--- config.mk ---
export PLATFORM = sky130hd
export DESIGN_NAME = proj_sched_ctrl_flat
export DESIGN_NICKNAME = d
export VERILOG_FILES = /design/src/rtl/muxp_pkg.sv /design/src/rtl/proj_sched_ctrl_if.sv /design/src/rtl/proj_clk_gen.sv /design/src/rtl/proj_sched_ctrl.sv /design/src/flat_wrapper.sv
export SDC_FILE = /design/constraint.sdc
export NUM_CORES = 1
export LEC_CHECK = 0
export CORE_AREA = 2 2 344 346
export CTS_BUF_LIST = sky130_fd_sc_hd__clkbuf_4 sky130_fd_sc_hd__clkbuf_8 sky130_fd_sc_hd__clkbuf_16
export DETAILED_ROUTE_END_ITERATION = 7
export DIE_AREA = 0 0 346 348
export GPL_TIMING_DRIVEN = 0
export SKIP_CTS_REPAIR_TIMING = 1
export SLEW_MARGIN = 20
export SYNTH_ARGS = -nofsm -noshare
export SYNTH_HDL_FRONTEND = slang
export SYNTH_SLANG_ARGS = --single-unit
--- constraint.sdc ---
create_clock -name clk -period 8.86 [get_ports clk]
set_input_delay 1.772 -clock clk [delete_from_list [all_inputs] [get_ports clk]]
set_output_delay 1.772 -clock clk [all_outputs]
set_load 0.01 [all_outputs]
--- src/rtl/muxp_pkg.sv ---
// Shared types and bundle field positions for the project mux scheduler.
// Pure definitions: no logic, no latency, no flow control.
package muxp_pkg;

    typedef enum logic [1:0] {
        IDLE  = 2'd0,
        DRAIN = 2'd1,
        RESET = 2'd2,
        RUN   = 2'd3
    } state_t;

    localparam int IW_CLK     = 0;
    localparam int IW_RSTN    = 1;
    localparam int IW_UI_LSB  = 2;
    localparam int IW_UIO_LSB = 10;
    localparam int IW_W       = 18;

    localparam int OW_W       = 24;
    localparam int OW_UO_LSB  = 0;
    localparam int OW_UIO_LSB = 8;
    localparam int OW_OE_LSB  = 16;

endpackage

--- src/rtl/proj_sched_ctrl_if.sv ---
// Host request/status and project-array bundles of the scheduler.
// master = host and project array side, slave = proj_sched_ctrl.
interface proj_sched_ctrl_if #(
    parameter int N_PROJ = 32
);
    import muxp_pkg::*;

    localparam int SEL_W = $clog2(N_PROJ);

    logic                     req_valid;
    logic [SEL_W-1:0]         req_sel;
    logic                     req_ready;
    logic                     sel_err;
    logic [SEL_W-1:0]         cur_sel;
    logic                     running;
    logic                     step_mode;
    logic                     step;
    logic [7:0]               ui_in;
    logic [7:0]               uio_in;
    logic [N_PROJ-1:0]        proj_ena;
    logic [IW_W-1:0]          proj_iw;
    logic [N_PROJ*OW_W-1:0]   proj_ow;
    logic [OW_W-1:0]          out_ow;

    modport master (
        output req_valid, req_sel, step_mode, step, ui_in, uio_in, proj_ow,
        input  req_ready, sel_err, cur_sel, running, proj_ena, proj_iw, out_ow
    );

    modport slave (
        input  req_valid, req_sel, step_mode, step, ui_in, uio_in, proj_ow,
        output req_ready, sel_err, cur_sel, running, proj_ena, proj_iw, out_ow
    );

endinterface

--- src/rtl/proj_clk_gen.sv ---
// Project clock generator: free-running or single-step, registered output.
// Latency 1 cycle from step to rising proj_clk; steps during a period are dropped.
module proj_clk_gen #(
    parameter int DIV = 2
) (
    input  logic clk,
    input  logic rst,
    input  logic run,
    input  logic force_low,
    input  logic step_mode,
    input  logic step,
    output logic proj_clk,
    output logic period_done
);
    localparam int CW = (DIV > 1) ? $clog2(DIV) : 1;

    logic [CW-1:0] cnt;
    logic          clk_q;
    logic          step_q;
    logic          busy;
    logic          last;
    logic          stepping;

    assign last     = (cnt == CW'(DIV - 1));
    // Step mode is only honoured in RUN; the reset sequence is always free-running.
    assign stepping = run & step_q;
    assign proj_clk = clk_q;

    always_comb begin
        period_done = 1'b0;
        if (!force_low) begin
            period_done = stepping ? (busy & ~clk_q & last) : (clk_q & last);
        end
    end

    always_ff @(posedge clk or posedge rst) begin
        if (rst) begin
            cnt    <= '0;
            clk_q  <= 1'b0;
            step_q <= 1'b0;
            busy   <= 1'b0;
        end else if (force_low) begin
            cnt    <= '0;
            clk_q  <= 1'b0;
            busy   <= 1'b0;
            step_q <= step_mode;
        end else if (stepping) begin
            if (!busy) begin
                cnt <= '0;
                if (step) begin
                    busy  <= 1'b1;
                    clk_q <= 1'b1;
                end else begin
                    step_q <= step_mode;
                end
            end else if (last) begin
                cnt <= '0;
                if (clk_q) begin
                    clk_q <= 1'b0;
                end else begin
                    busy   <= 1'b0;
                    step_q <= step_mode;
                end
            end else begin
                cnt <= cnt + CW'(1);
            end
        end else if (last) begin
            cnt   <= '0;
            clk_q <= ~clk_q;
            // A falling edge closes a free-running period: the mode may change here.
            if (clk_q) begin
                step_q <= step_mode;
            end
        end else begin
            cnt <= cnt + CW'(1);
        end
    end

endmodule

--- src/rtl/proj_sched_ctrl.sv ---
// Keeps one wrapped project enabled, sequencing drain/reset/run on every switch.
// Outputs registered (1 cycle); req_ready low during DRAIN and RESET.
module proj_sched_ctrl
    import muxp_pkg::*;
#(
    parameter int N_PROJ       = 32,
    parameter int DIV          = 2,
    parameter int RST_CYCLES   = 4,
    parameter int DRAIN_CYCLES = 2
) (
    input  logic               clk,
    input  logic               rst,
    proj_sched_ctrl_if.slave   bus
);
    localparam int SEL_W   = $clog2(N_PROJ);
    localparam int CNT_MAX = (RST_CYCLES > DRAIN_CYCLES) ? RST_CYCLES : DRAIN_CYCLES;
    localparam int CNT_W   = $clog2(CNT_MAX + 1);

    state_t             state, state_nxt;
    logic [SEL_W-1:0]   cur_sel, cur_sel_nxt;
    logic [CNT_W-1:0]   seq_cnt, seq_cnt_nxt;
    logic               sel_err_nxt;
    logic               accept;
    logic               bad_sel;
    logic               force_low;
    logic               run_st;
    logic               period_done;
    logic               gen_clk;
    logic [N_PROJ-1:0]  ena_nxt;
    logic [OW_W-1:0]    ow_nxt;
    logic [OW_W-1:0]    ow_arr [N_PROJ];

    logic [N_PROJ-1:0]  ena_q;
    logic               rstn_q;
    logic               ready_q;
    logic               running_q;
    logic               err_q;
    logic [OW_W-1:0]    ow_q;
    logic [7:0]         ui_q;
    logic [7:0]         uio_q;
    logic [IW_W-1:0]    iw;

    for (genvar g = 0; g < N_PROJ; g++) begin : g_ow
        assign ow_arr[g] = bus.proj_ow[g*OW_W +: OW_W];
    end

    assign accept    = bus.req_valid & ready_q;
    assign bad_sel   = 32'(bus.req_sel) >= N_PROJ;
    // Clock is pulled low in the same cycle a switch is accepted, so the DRAIN entry sees it low.
    assign force_low = (state == IDLE) || (state == DRAIN) || accept;
    assign run_st    = (state == RUN);

    proj_clk_gen #(
        .DIV(DIV)
    ) u_clk_gen (
        .clk         (clk),
        .rst         (rst),
        .run         (run_st),
        .force_low   (force_low),
        .step_mode   (bus.step_mode),
        .step        (bus.step),
        .proj_clk    (gen_clk),
        .period_done (period_done)
    );

    always_ff @(posedge clk or posedge rst) begin
        if (rst) begin
            state   <= IDLE;
            cur_sel <= '0;
            seq_cnt <= '0;
        end else begin
            state   <= state_nxt;
            cur_sel <= cur_sel_nxt;
            seq_cnt <= seq_cnt_nxt;
        end
    end

    always_comb begin
        state_nxt   = state;
        cur_sel_nxt = cur_sel;
        seq_cnt_nxt = seq_cnt;
        sel_err_nxt = 1'b0;
        case (state)
            IDLE, RUN: begin
                if (accept) begin
                    seq_cnt_nxt = '0;
                    if (bad_sel) begin
                        state_nxt   = IDLE;
                        sel_err_nxt = 1'b1;
                    end else begin
                        state_nxt   = DRAIN;
                        cur_sel_nxt = bus.req_sel;
                    end
                end
            end
            DRAIN: begin
                if (seq_cnt == CNT_W'(DRAIN_CYCLES - 1)) begin
                    state_nxt   = RESET;
                    seq_cnt_nxt = '0;
                end else begin
                    seq_cnt_nxt = seq_cnt + CNT_W'(1);
                end
            end
            RESET: begin
                // The last reset period ends on a falling proj_clk edge, exactly at RUN entry.
                if (period_done) begin
                    if (seq_cnt == CNT_W'(RST_CYCLES - 1)) begin
                        state_nxt   = RUN;
                        seq_cnt_nxt = '0;
                    end else begin
                        seq_cnt_nxt = seq_cnt + CNT_W'(1);
                    end
                end
            end
            default: state_nxt = IDLE;
        endcase
    end

    always_comb begin
        ena_nxt = '0;
        if (state_nxt == RESET || state_nxt == RUN) begin
            ena_nxt[cur_sel_nxt] = 1'b1;
        end
        ow_nxt = '0;
        if (state == RUN && state_nxt == RUN) begin
            ow_nxt = ow_arr[cur_sel];
        end
    end

    always_ff @(posedge clk or posedge rst) begin
        if (rst) begin
            ena_q     <= '0;
            rstn_q    <= 1'b0;
            ready_q   <= 1'b1;
            running_q <= 1'b0;
            err_q     <= 1'b0;
            ow_q      <= '0;
            ui_q      <= '0;
            uio_q     <= '0;
        end else begin
            ena_q     <= ena_nxt;
            rstn_q    <= (state_nxt == RUN);
            ready_q   <= (state_nxt == IDLE) || (state_nxt == RUN);
            running_q <= (state_nxt == RUN);
            err_q     <= sel_err_nxt;
            ow_q      <= ow_nxt;
            ui_q      <= bus.ui_in;
            uio_q     <= bus.uio_in;
        end
    end

    always_comb begin
        iw                        = '0;
        iw[IW_CLK]                = gen_clk;
        iw[IW_RSTN]               = rstn_q;
        iw[IW_UI_LSB +: 8]        = ui_q;
        iw[IW_UIO_LSB +: 8]       = uio_q;
    end

    assign bus.proj_iw   = iw;
    assign bus.proj_ena  = ena_q;
    assign bus.req_ready = ready_q;
    assign bus.running   = running_q;
    assign bus.sel_err   = err_q;
    assign bus.cur_sel   = cur_sel;
    assign bus.out_ow    = ow_q;

endmodule

--- src/flat_wrapper.sv ---
// flat-port wrapper written by rule: the top's interface ports become plain ports
module proj_sched_ctrl_flat import muxp_pkg::*;
#(
    parameter int N_PROJ       = 32,
    parameter int DIV          = 2,
    parameter int RST_CYCLES   = 4,
    parameter int DRAIN_CYCLES = 2
)
  (clk, rst, bus_req_valid, bus_req_sel, bus_step_mode, bus_step, bus_ui_in, bus_uio_in, bus_proj_ow, bus_req_ready, bus_sel_err, bus_cur_sel, bus_running, bus_proj_ena, bus_proj_iw, bus_out_ow);
  proj_sched_ctrl_if #(.N_PROJ(N_PROJ)) bus_i ();
  input  logic clk;
  input  logic rst;
  input wire logic [$bits(bus_i.req_valid)-1:0] bus_req_valid;
  input wire logic [$bits(bus_i.req_sel)-1:0] bus_req_sel;
  input wire logic [$bits(bus_i.step_mode)-1:0] bus_step_mode;
  input wire logic [$bits(bus_i.step)-1:0] bus_step;
  input wire logic [$bits(bus_i.ui_in)-1:0] bus_ui_in;
  input wire logic [$bits(bus_i.uio_in)-1:0] bus_uio_in;
  input wire logic [$bits(bus_i.proj_ow)-1:0] bus_proj_ow;
  output wire logic [$bits(bus_i.req_ready)-1:0] bus_req_ready;
  output wire logic [$bits(bus_i.sel_err)-1:0] bus_sel_err;
  output wire logic [$bits(bus_i.cur_sel)-1:0] bus_cur_sel;
  output wire logic [$bits(bus_i.running)-1:0] bus_running;
  output wire logic [$bits(bus_i.proj_ena)-1:0] bus_proj_ena;
  output wire logic [$bits(bus_i.proj_iw)-1:0] bus_proj_iw;
  output wire logic [$bits(bus_i.out_ow)-1:0] bus_out_ow;
  assign bus_i.req_valid = bus_req_valid;
  assign bus_i.req_sel = bus_req_sel;
  assign bus_i.step_mode = bus_step_mode;
  assign bus_i.step = bus_step;
  assign bus_i.ui_in = bus_ui_in;
  assign bus_i.uio_in = bus_uio_in;
  assign bus_i.proj_ow = bus_proj_ow;
  assign bus_req_ready = bus_i.req_ready;
  assign bus_sel_err = bus_i.sel_err;
  assign bus_cur_sel = bus_i.cur_sel;
  assign bus_running = bus_i.running;
  assign bus_proj_ena = bus_i.proj_ena;
  assign bus_proj_iw = bus_i.proj_iw;
  assign bus_out_ow = bus_i.out_ow;
  proj_sched_ctrl #(.N_PROJ(N_PROJ), .DIV(DIV), .RST_CYCLES(RST_CYCLES), .DRAIN_CYCLES(DRAIN_CYCLES)) u_core (.clk(clk), .rst(rst), .bus(bus_i));
endmodule
== Yosys cells after proc, flatten, opt, wreduce, memory -nomap -nowiden ==
Cells that the tools add are included.
Widths: inputs -> output; s select.

* Register bits: 88
* Output and inout port bits: 82
* Word-level logic and storage cells: 98

* Add/sub/neg operators: 2
* Order comparisons: 3
* Equality and inequality tests: 13
* Mux-type cells: 45
* Bitwise logic cells: 7
* Reduce and logical (&&, ||, !) cells: 15

{| class="wikitable"
|+ Operators with widths
! cell !! count
|-
| $bmux 24 s5 || 1
|-
| $mux 24 || 3
|-
| $mux 32 || 1
|-
| $mux 1 || 27
|-
| $mux 3 || 4
|-
| $ne 4x4->1 const B || 3
|-
| $mux 5 || 2
|-
| $pmux 3 s3 || 1
|-
| $eq 2x2->1 const B || 4
|-
| $mux 2 || 4
|-
| $ge 6x6->1 const B || 1
|-
| $lt 5x6->1 const B || 1
|-
| $not 5->6 || 1
|-
| $pmux 2 s3 || 1
|-
| $reduce_bool 3->1 || 2
|-
| $and 1x1->1 || 5
|-
| $demux 1 s5 || 1
|-
| $ge 5x1->1 const B || 1
|-
| $reduce_and 5->1 || 1
|-
| $logic_not 2->1 || 2
|-
| $logic_or 1x1->1 || 4
|-
| $ne 2x1->1 const B || 2
|-
| $add 3x1->3 const B || 1
|-
| $eq 3x1->1 const B || 1
|-
| other kinds (10) || 11
|}

== Depth between registers and ports, before layout ==
Gate-level depths: netlist of the first run.

* Depth after elaboration: 10
* Depth in mapped cells: 12
* Depth with buffers taken out: 11

== Modules after synthesis ==
A second synthesis of the first run with hierarchy kept.

* Cell total of the unflattened synthesis: 619
* Area, all modules: 8,643.3 µm²

{| class="wikitable"
|+ Modules (own cells, without submodules)
! module !! times used !! cells each !! area an instance (µm²) !! sequential area each (µm²)
|-
| proj_sched_ctrl || 1 || 597 || 8,426.8 || 2,103.3
|-
| proj_clk_gen || 1 || 22 || 216.5 || 100.1
|}

== Least setup slack after synthesis of the first run ==
OpenSTA, ideal clock, no wires.

* Path kind: input to register
* Start: input bus_req_valid
* End: register u_core.ow_q[10] (netlist: u_core.bus.out_ow[10])
* Arrival time: 3,682 ps
* Data required time: 8,789 ps
* Setup slack: 5,107 ps
* Stages on the path: 9
* Path buffers: 1
* Cell sequence: a211oi_1 o211ai_1 o221ai_1 ha_1 nand2_1 nor3_1 clkbuf_1 a22oi_1 nand4_1

* Longest elaborated chain between the ends: 8

{| class="wikitable"
|+ Ends and longest elaborated chain
! item !! RTL line !! text
|-
| start, declared || flat_wrapper.sv:13 || <nowiki>input wire logic [$bits(bus_i.req_valid)-1:0] bus_req_valid;</nowiki>
|-
| $and 1x1->1 * || proj_sched_ctrl.sv:47 || <nowiki>assign accept = bus.req_valid & ready_q;</nowiki>
|-
| $logic_or 1x1->1 || proj_sched_ctrl.sv:50 || <nowiki>assign force_low = (state == IDLE) || (state == DRAIN) || accept;</nowiki>
|-
| $mux 1 || proj_clk_gen.sv:31 || <nowiki>if (!force_low) begin</nowiki>
|-
| $mux 2 || proj_sched_ctrl.sv:106 || <nowiki>if (period_done) begin</nowiki>
|-
| $pmux 2 s3 * || proj_sched_ctrl.sv:83 || <nowiki>case (state)</nowiki>
|-
| named net u_core.state_nxt[0] || proj_sched_ctrl.sv:19 || <nowiki>state_t state, state_nxt;</nowiki>
|-
| $eq 2x2->1 * || proj_sched_ctrl.sv:125 || <nowiki>if (state == RUN && state_nxt == RUN) begin</nowiki>
|-
| $logic_and 1x1->1 * || proj_sched_ctrl.sv:125 ||
|-
| $mux 24 * || proj_sched_ctrl.sv:125 ||
|-
| named net u_core.ow_nxt[10] || proj_sched_ctrl.sv:30 || <nowiki>logic [OW_W-1:0] ow_nxt;</nowiki>
|-
| end signal, assigned || proj_sched_ctrl.sv:146 || <nowiki>ow_q <= ow_nxt;</nowiki>
|-
| end, declared || proj_sched_ctrl.sv:38 || <nowiki>logic [OW_W-1:0] ow_q;</nowiki>
|}

The timed path passes the listed nets; every way through them passes the cells marked *.
A chain may end at the register's enable or synchronous reset.

== Worst setup path after layout of the first run ==
* Start: input bus_req_valid
* End: register u_core.ow_q[9] (netlist: u_core.bus.out_ow[9])

The elaborated chain is that of the path after synthesis.

==> results.tsv, run 1 <==
metric	value	unit
outcome	finished, final reports clean	
drt_iter0_markers	677	
rows	126	
hold_depth	1	
grt_setup_unrepaired	false	
ff2ff_path_depth	11	
syn_inst	603	
gp_congestion	0.899	
drc	0	
portBuffers	874	
start_util	7.48	%
finalCritPeriodShare	64.3	%
worst_path_largest_cell_delay	1.13	ns
clock_skew	0.0253	ns
io_pins	876	
max_slew_margin	10.4	%
cp.required	9.21	ns
seqPwrFrac	13.3	%
crit_chain	clkdlybuf4s50_1 > a211oi_1 > o211ai_1 > o221ai_1 > ha_1 > nand2_1 > nor3_2 > clkbuf_1 > a22oi_1 > nand4_1	
antenna_left	0	
cpMaxStageDelayCell	nor3_2	
nets	2299	
setup_viol	0	
regArea	0.00220	mm^2
ys.flop_type	dfrtp_1	
yosysSeqAreaShare	25.2	%
ys_warn_count	0	
die_area	0.120	mm^2
synth.lib_cells_used.distinct	46	
pwr-share-clk	11.4	%
min_path_type	flip-flop to flip-flop	
wl_per_cell	33.8	um
startpoint_type	input port	
route.vias.total	11200	
core_area	0.117	mm^2
firstDrtPassIters	5	
synth-seq-cells	88	
fin_setup_tns	0	ns
nFillCells	13000	
clockBufferDepth	2	
critical_path.max_fanout	10	
synth_edf_count	0	
power.leakage	6.88	nW
post-route-util	17.0	%
cp_num_buf_inv	2	
cts_made_buffers	9	
drive_gt1_share	15.3	%
slew_violations	0	
grt_pass1_wl	127000	um
layout_common_cells	clkdlybuf4s50_1 (874), mux4_2 (153), a22oi_1 (94), dfrtp_1 (87), nor2_1 (39)	
final.min_clock_period	5.70	ns
hold_violations	0	
max_cap_viol_count	0	
dpl.hpwl	91500	um
ir_drop	0.126	mV
multiInputGateArea	0.00612	mm^2
clkSinkCount	88	
grt_max_degree	52	
grt_pass1_vias	11500	
crit_cells	10	
async_reset_ff_share	100	%
clkTransAtPathRegs	0.10	ns
vias_per_cell	3.65	
synth_nets	1407	
worst_pin_slew	1.34	ns
synth_area_per_cell	14.5	um^2
antenna_found_initial	96	
grt_usage	16.6	%
worstSetupEndpointType	flip-flop	
swShare	48.0	%
syn2layout_area_growth	128	%
wl	104000	um
cp_top_family	simple AND/OR/NAND/NOR gates	
tritoncts	built	
cts_max_level	3	
die_h	348	um
clkLatencyLatePin	0.42	ns
cts_root_buffer	clkbuf_16	
crit_type	input port to flip-flop	
power_frac_comb	75.3	%
synthesis.area	0.00875	mm^2
p_switching	1.85	mW
mostFrequentLayoutCell	clkdlybuf4s50_1	
fmax	0.175	GHz
crit_arrival	6.05	ns
die_width	346	um
cellInternalPower	2.00	mW
p_per_area	193	mW/mm^2
grt_overflow	0	
[state kept, by name, indices dropped and copies added (netlist names)]
register / count
u_core.bus.cur_sel: 5
u_core.bus.out_ow: 24
u_core.bus.proj_ena: 32
u_core.bus.req_ready: 1
u_core.rstn_q: 1
u_core.seq_cnt: 3
u_core.state: 2
u_core.u_clk_gen.busy: 1
u_core.u_clk_gen.cnt: 1
u_core.u_clk_gen.proj_clk: 1
u_core.u_clk_gen.step_q: 1
u_core.ui_q: 8
u_core.uio_q: 8
[Yosys cell counts, types with 2 or more instances]
library cell  instances  area, um^2
a211oi_1              3        22.5
a21oi_1               3        15.0
a22oi_1              94         706
a2bb2oi_1             2        17.5
and2_1                2        12.5
and4b_1               2        20.0
buf_1                 7        26.3
buf_2                14        70.1
buf_4                12        90.1
buf_6                10         113
clkbuf_1             20        75.1
dfrtp_1              87        2180
ha_1                 10         125
inv_1                16        60.1
mux2_2                2        22.5
mux2i_1               7        70.1
mux4_1               38         998
mux4_2              153        3450
nand2_1               8        30.0
nand2b_1              3        18.8
nand3_1              15        75.1
nand3b_1              2        15.0
nand4_1              23         144
nor2_1               40         150
nor3_1                5        25.0
o211ai_1              2        15.0
o21ai_0               3        15.0
o32ai_1               2        17.5
[logic make-up after synthesis]
group,share of synthesized area (%)
AOI/OAI and AO/OA,10.2
adders and majority gates,1.43
buffers and inverters,5.19
DFF,25.2
muxes,51.9
other,0.0429
and+or+nand+nor,6.14
[area by class of cell]
cell class / count / share of cell area, %
antenna: 28 / 0.352
buffer: 64 / 2.01
clock buffer: 9 / 1.13
clock inverter: 7 / 0.364
inverter: 16 / 0.327
multi-input combinational: 435 / 30.7
sequential: 88 / 11.1
tap: 1536 / 9.65
timing repair buffer: 881 / 44.4
[metal layers]
layer / vias to the layer above / track usage [%] / share of wire, %
met5: - / 0 / 0.33
li1: 4511 / - / -
met2: 829 / 26.8 / 47
met1: 5620 / 20.5 / 41
met4: 54 / 5.51 / 2.5
met3: 179 / 6.03 / 9.2
[final timing paths]
path	from	to	slack, ns
max in group asynchronous	rst	u_core.bus.req_ready	6.35
worst min register to register	u_core.u_clk_gen.cnt	u_core.u_clk_gen.cnt	0.53
worst max register to register	u_core.state[1]	u_core.bus.out_ow[9]	4.31
worst min-delay path	u_core.u_clk_gen.cnt	u_core.u_clk_gen.cnt	0.53
worst max-delay path	bus_req_valid	u_core.bus.out_ow[9]	3.16
min in group asynchronous	rst	u_core.ui_q[3]	1.79
[power by group through the flow]
stage	combinational (mW)	clock (mW)	sequential, mW
final	2.90	0.439	0.511
after global routing	3.06	0.480	0.517
after CTS	2.99	0.467	0.511
after detailed placement	2.99	0	0.520
after global placement	2.96	0	0.515
after floorplan	1.50	0	0.500
[stage by stage]
stage | total power [mW] | std cells | worst slack, ns | hold slack, ns | cell area [um^2]
CTS | 3.97 | 3036 | 3.11 | 0.529 | 19900
detailed placement | 3.51 | 3020 | 2.63 | 0.517 | 19600
global placement | 3.48 | 3013 | 2.12 | 0.516 | 19400
finish | 3.85 | 3064 | 3.16 | 0.529 | 19900
floorplan | 2.00 | 603 | 4.81 | 0.485 | 8750
global route | 4.06 | 3049 | 2.89 | 0.546 | 19900
Power figures use the tool's default switching activity.
==> inputs of run 2 (changes only) <==
--- a/config.mk
+++ b/config.mk
@@ -5,10 +5,10 @@
 export SDC_FILE = /design/constraint.sdc
 export NUM_CORES = 1
 export LEC_CHECK = 0
-export CORE_AREA = 2 2 344 346
+export CORE_AREA = 2 2 338 340
 export CTS_BUF_LIST = sky130_fd_sc_hd__clkbuf_4 sky130_fd_sc_hd__clkbuf_8 sky130_fd_sc_hd__clkbuf_16
 export DETAILED_ROUTE_END_ITERATION = 7
-export DIE_AREA = 0 0 346 348
+export DIE_AREA = 0 0 340 342
 export GPL_TIMING_DRIVEN = 0
 export SKIP_CTS_REPAIR_TIMING = 1
 export SLEW_MARGIN = 20
==> constraint.sdc (replaced) <==
create_clock -name clk -period 5.2 [get_ports clk]
set_input_delay 1.04 -clock clk [delete_from_list [all_inputs] [get_ports clk]]
set_output_delay 1.04 -clock clk [all_outputs]
set_load 0.01 [all_outputs]
==> results.tsv, run 2 (same netlist as run 1, synthesis figures left out) <==
metric	value	unit	change
outcome	finished, final reports clean		
portBuffers	874		unchanged
die_h	342	um	-1.7%
endpoint	u_core.bus.out_ow[13]		
multiInputGateArea	0.00611	mm^2	about the same
wl	102000	um	-1.6%
die_area	0.116	mm^2	-3.4%
drive_gt1_share	15.4	%	+0.020 points
rr_endpoint	u_core.bus.out_ow[13]		
pwr-share-clk	11.3	%	about the same
slew_violations	0		unchanged
min_path_type	flip-flop to flip-flop		
antenna_found_initial	87		-9.4%
drt_iter0_markers	738		+9.0%
clock_skew	0.0376	ns	+0.0123 ns
largest_reg_flops	32		unchanged
tritoncts	built		
clockBufferDepth	2		unchanged
layout_common_cells	clkdlybuf4s50_1 (874), mux4_2 (153), a22oi_1 (94), dfrtp_1 (87), nor2_1 (40)		
cellInternalPower	3.38	mW	+69%
nFillCells	12400		-4.2%
crit_type	input port to flip-flop		
route.vias.total	11200		-0.18%
p_per_area	325	mW/mm^2	+68%
fmax	0.203	GHz	
regArea	0.00220	mm^2	unchanged
final.min_clock_period	4.92	ns	
fin_area	0.0198	mm^2	-0.60%
seqPwrFrac	13.3	%	about the same
syn2layout_area_growth	126	%	
grt_pass1_vias	11500		+0.17%
crit_arrival	5.21	ns	-0.84 ns
critPathLaunch	bus_req_valid		
r2r_slack	0.63	ns	-3.68 ns
grt_pass1_wl	125000	um	-1.5%
worst_pin_slew	1.18	ns	-0.158 ns
nets	2297		-0.087%
worst_path_largest_cell_delay	0.89	ns	-0.24 ns
p_total	6.44	mW	+67%
finalCritPeriodShare	94.6	%	
firstDrtPassIters	5		unchanged
max_cap_viol_count	0		unchanged
cpMaxStageDelayCell	nor3_2		
antenna_left	0		unchanged
startpoint_type	input port		
grt_usage	16.9	%	+0.25 points
grt_max_degree	59		+13%
crit_chain	clkdlybuf4s50_1 > a211oi_1 > o211ai_1 > o221ai_1 > ha_1 > nand2_1 > nor3_2 > clkbuf_1 > a22oi_1 > nand4_1		
final_cells	3023		-1.3%
rows	124		-1.6%
grt_overflow	0		unchanged
p_switching	3.05	mW	+65%
die_width	340	um	-1.7%
power_frac_comb	75.4	%	about the same
cts_made_buffers	9		unchanged
crit-reg2reg-launch	u_core.state[0]		
power.leakage	6.88	nW	-0.12%
ff2ff_path_depth	10		-1
dp_cells	2994		-0.86%
io_pins	876		unchanged
start_util	7.73	%	+0.26 points
cp.required	5.49	ns	-3.72 ns
max_slew_margin	21.4	%	+11 points
ir_drop	0.178	mV	+42%
cts_root_buffer	clkbuf_16		
wl_per_cell	33.7	um	-0.31%
clkTransAtPathRegs	0.09	ns	about the same
drc	0		unchanged
clkSinkCount	88		unchanged
swShare	47.5	%	-0.56 points
vias_per_cell	3.70		+1.2%
clkLatencyLatePin	0.42	ns	about the same
grt_setup_unrepaired	false		
setup_viol	0		unchanged
worstSetupEndpointType	flip-flop		
core_area	0.113	mm^2	-3.3%
dpl.hpwl	90700	um	-0.92%
mostFrequentLayoutCell	clkdlybuf4s50_1		
cts_max_level	3		unchanged
hold_violations	0		unchanged
critical_path.max_fanout	10		unchanged
gp_congestion	0.961		+6.9%
post_dp_cell_area	0.0195	mm^2	-0.37%
run 2: how the worst min path moves through the flow:
stage,from,endpoint,slack (ns),depth (start not counted)
after global placement,u_core.u_clk_gen.cnt,u_core.u_clk_gen.cnt,0.53,1
after detailed placement,u_core.u_clk_gen.cnt,u_core.u_clk_gen.cnt,0.54,1
final,u_core.u_clk_gen.cnt,u_core.u_clk_gen.cnt,0.54,1
after floorplan,u_core.u_clk_gen.cnt,u_core.u_clk_gen.cnt,0.49,1
after CTS,u_core.u_clk_gen.cnt,u_core.u_clk_gen.cnt,0.55,1
after global routing,u_core.u_clk_gen.cnt,u_core.u_clk_gen.cnt,0.57,1
run 2: worst max-delay path: cells and delay by family:
| kind | cells | cell delay [ns] |
|---|---|---|
| compound gates | 4 | 1.34 |
| fa+ha+maj | 1 | 0.29 |
| buf+inv | 2 | 0.98 |
| simple gates | 3 | 1.54 |
run 2: cell type report:
| cell class | count | share of cell area (%) |
|---|---|---|
| Multi-Input combinational cell | 435 | 30.9 |
| Clock inverter | 7 | 0.316 |
| Inverter | 16 | 0.329 |
| Timing Repair Buffer | 879 | 44.5 |
| Antenna cell | 13 | 0.164 |
| Buffer | 64 | 2.04 |
| Clock buffer | 9 | 1.14 |
| Tap cell | 1512 | 9.55 |
| Sequential cell | 88 | 11.1 |
run 2: metrics by stage:
step           utilization [%]  TNS (ns)  hold slack [ns]  worst slack [ns]
2_1_floorplan                -         0            0.485              1.88
3_3_place_gp              17.1    -61.37            0.531            -0.644
3_5_place_dp              17.2    -0.102            0.540           -0.0832
4_1_cts                   17.5         0            0.549             0.377
5_1_grt                   17.5         0            0.567             0.132
6_report                  17.5         0            0.544             0.280
run 2: power by group through the flow:
stage	sequential, mW	combinational [mW]	clock, mW
2_1_floorplan	0.853	2.56	0
3_3_place_gp	0.871	5.02	0
3_5_place_dp	0.876	5.04	0
4_1_cts	0.863	5.05	0.776
5_1_grt	0.871	5.15	0.785
6_report	0.859	4.85	0.727
run 2: metal layers:
metal | GRT usage [%] | wire [um] | up-vias
li1 | - | - | 4483
met1 | 20.7 | 41800 | 5677
met2 | 28.2 | 48500 | 817
met3 | 6.04 | 9310 | 144
met4 | 3.76 | 2010 | 52
met5 | 0 | 343 | -
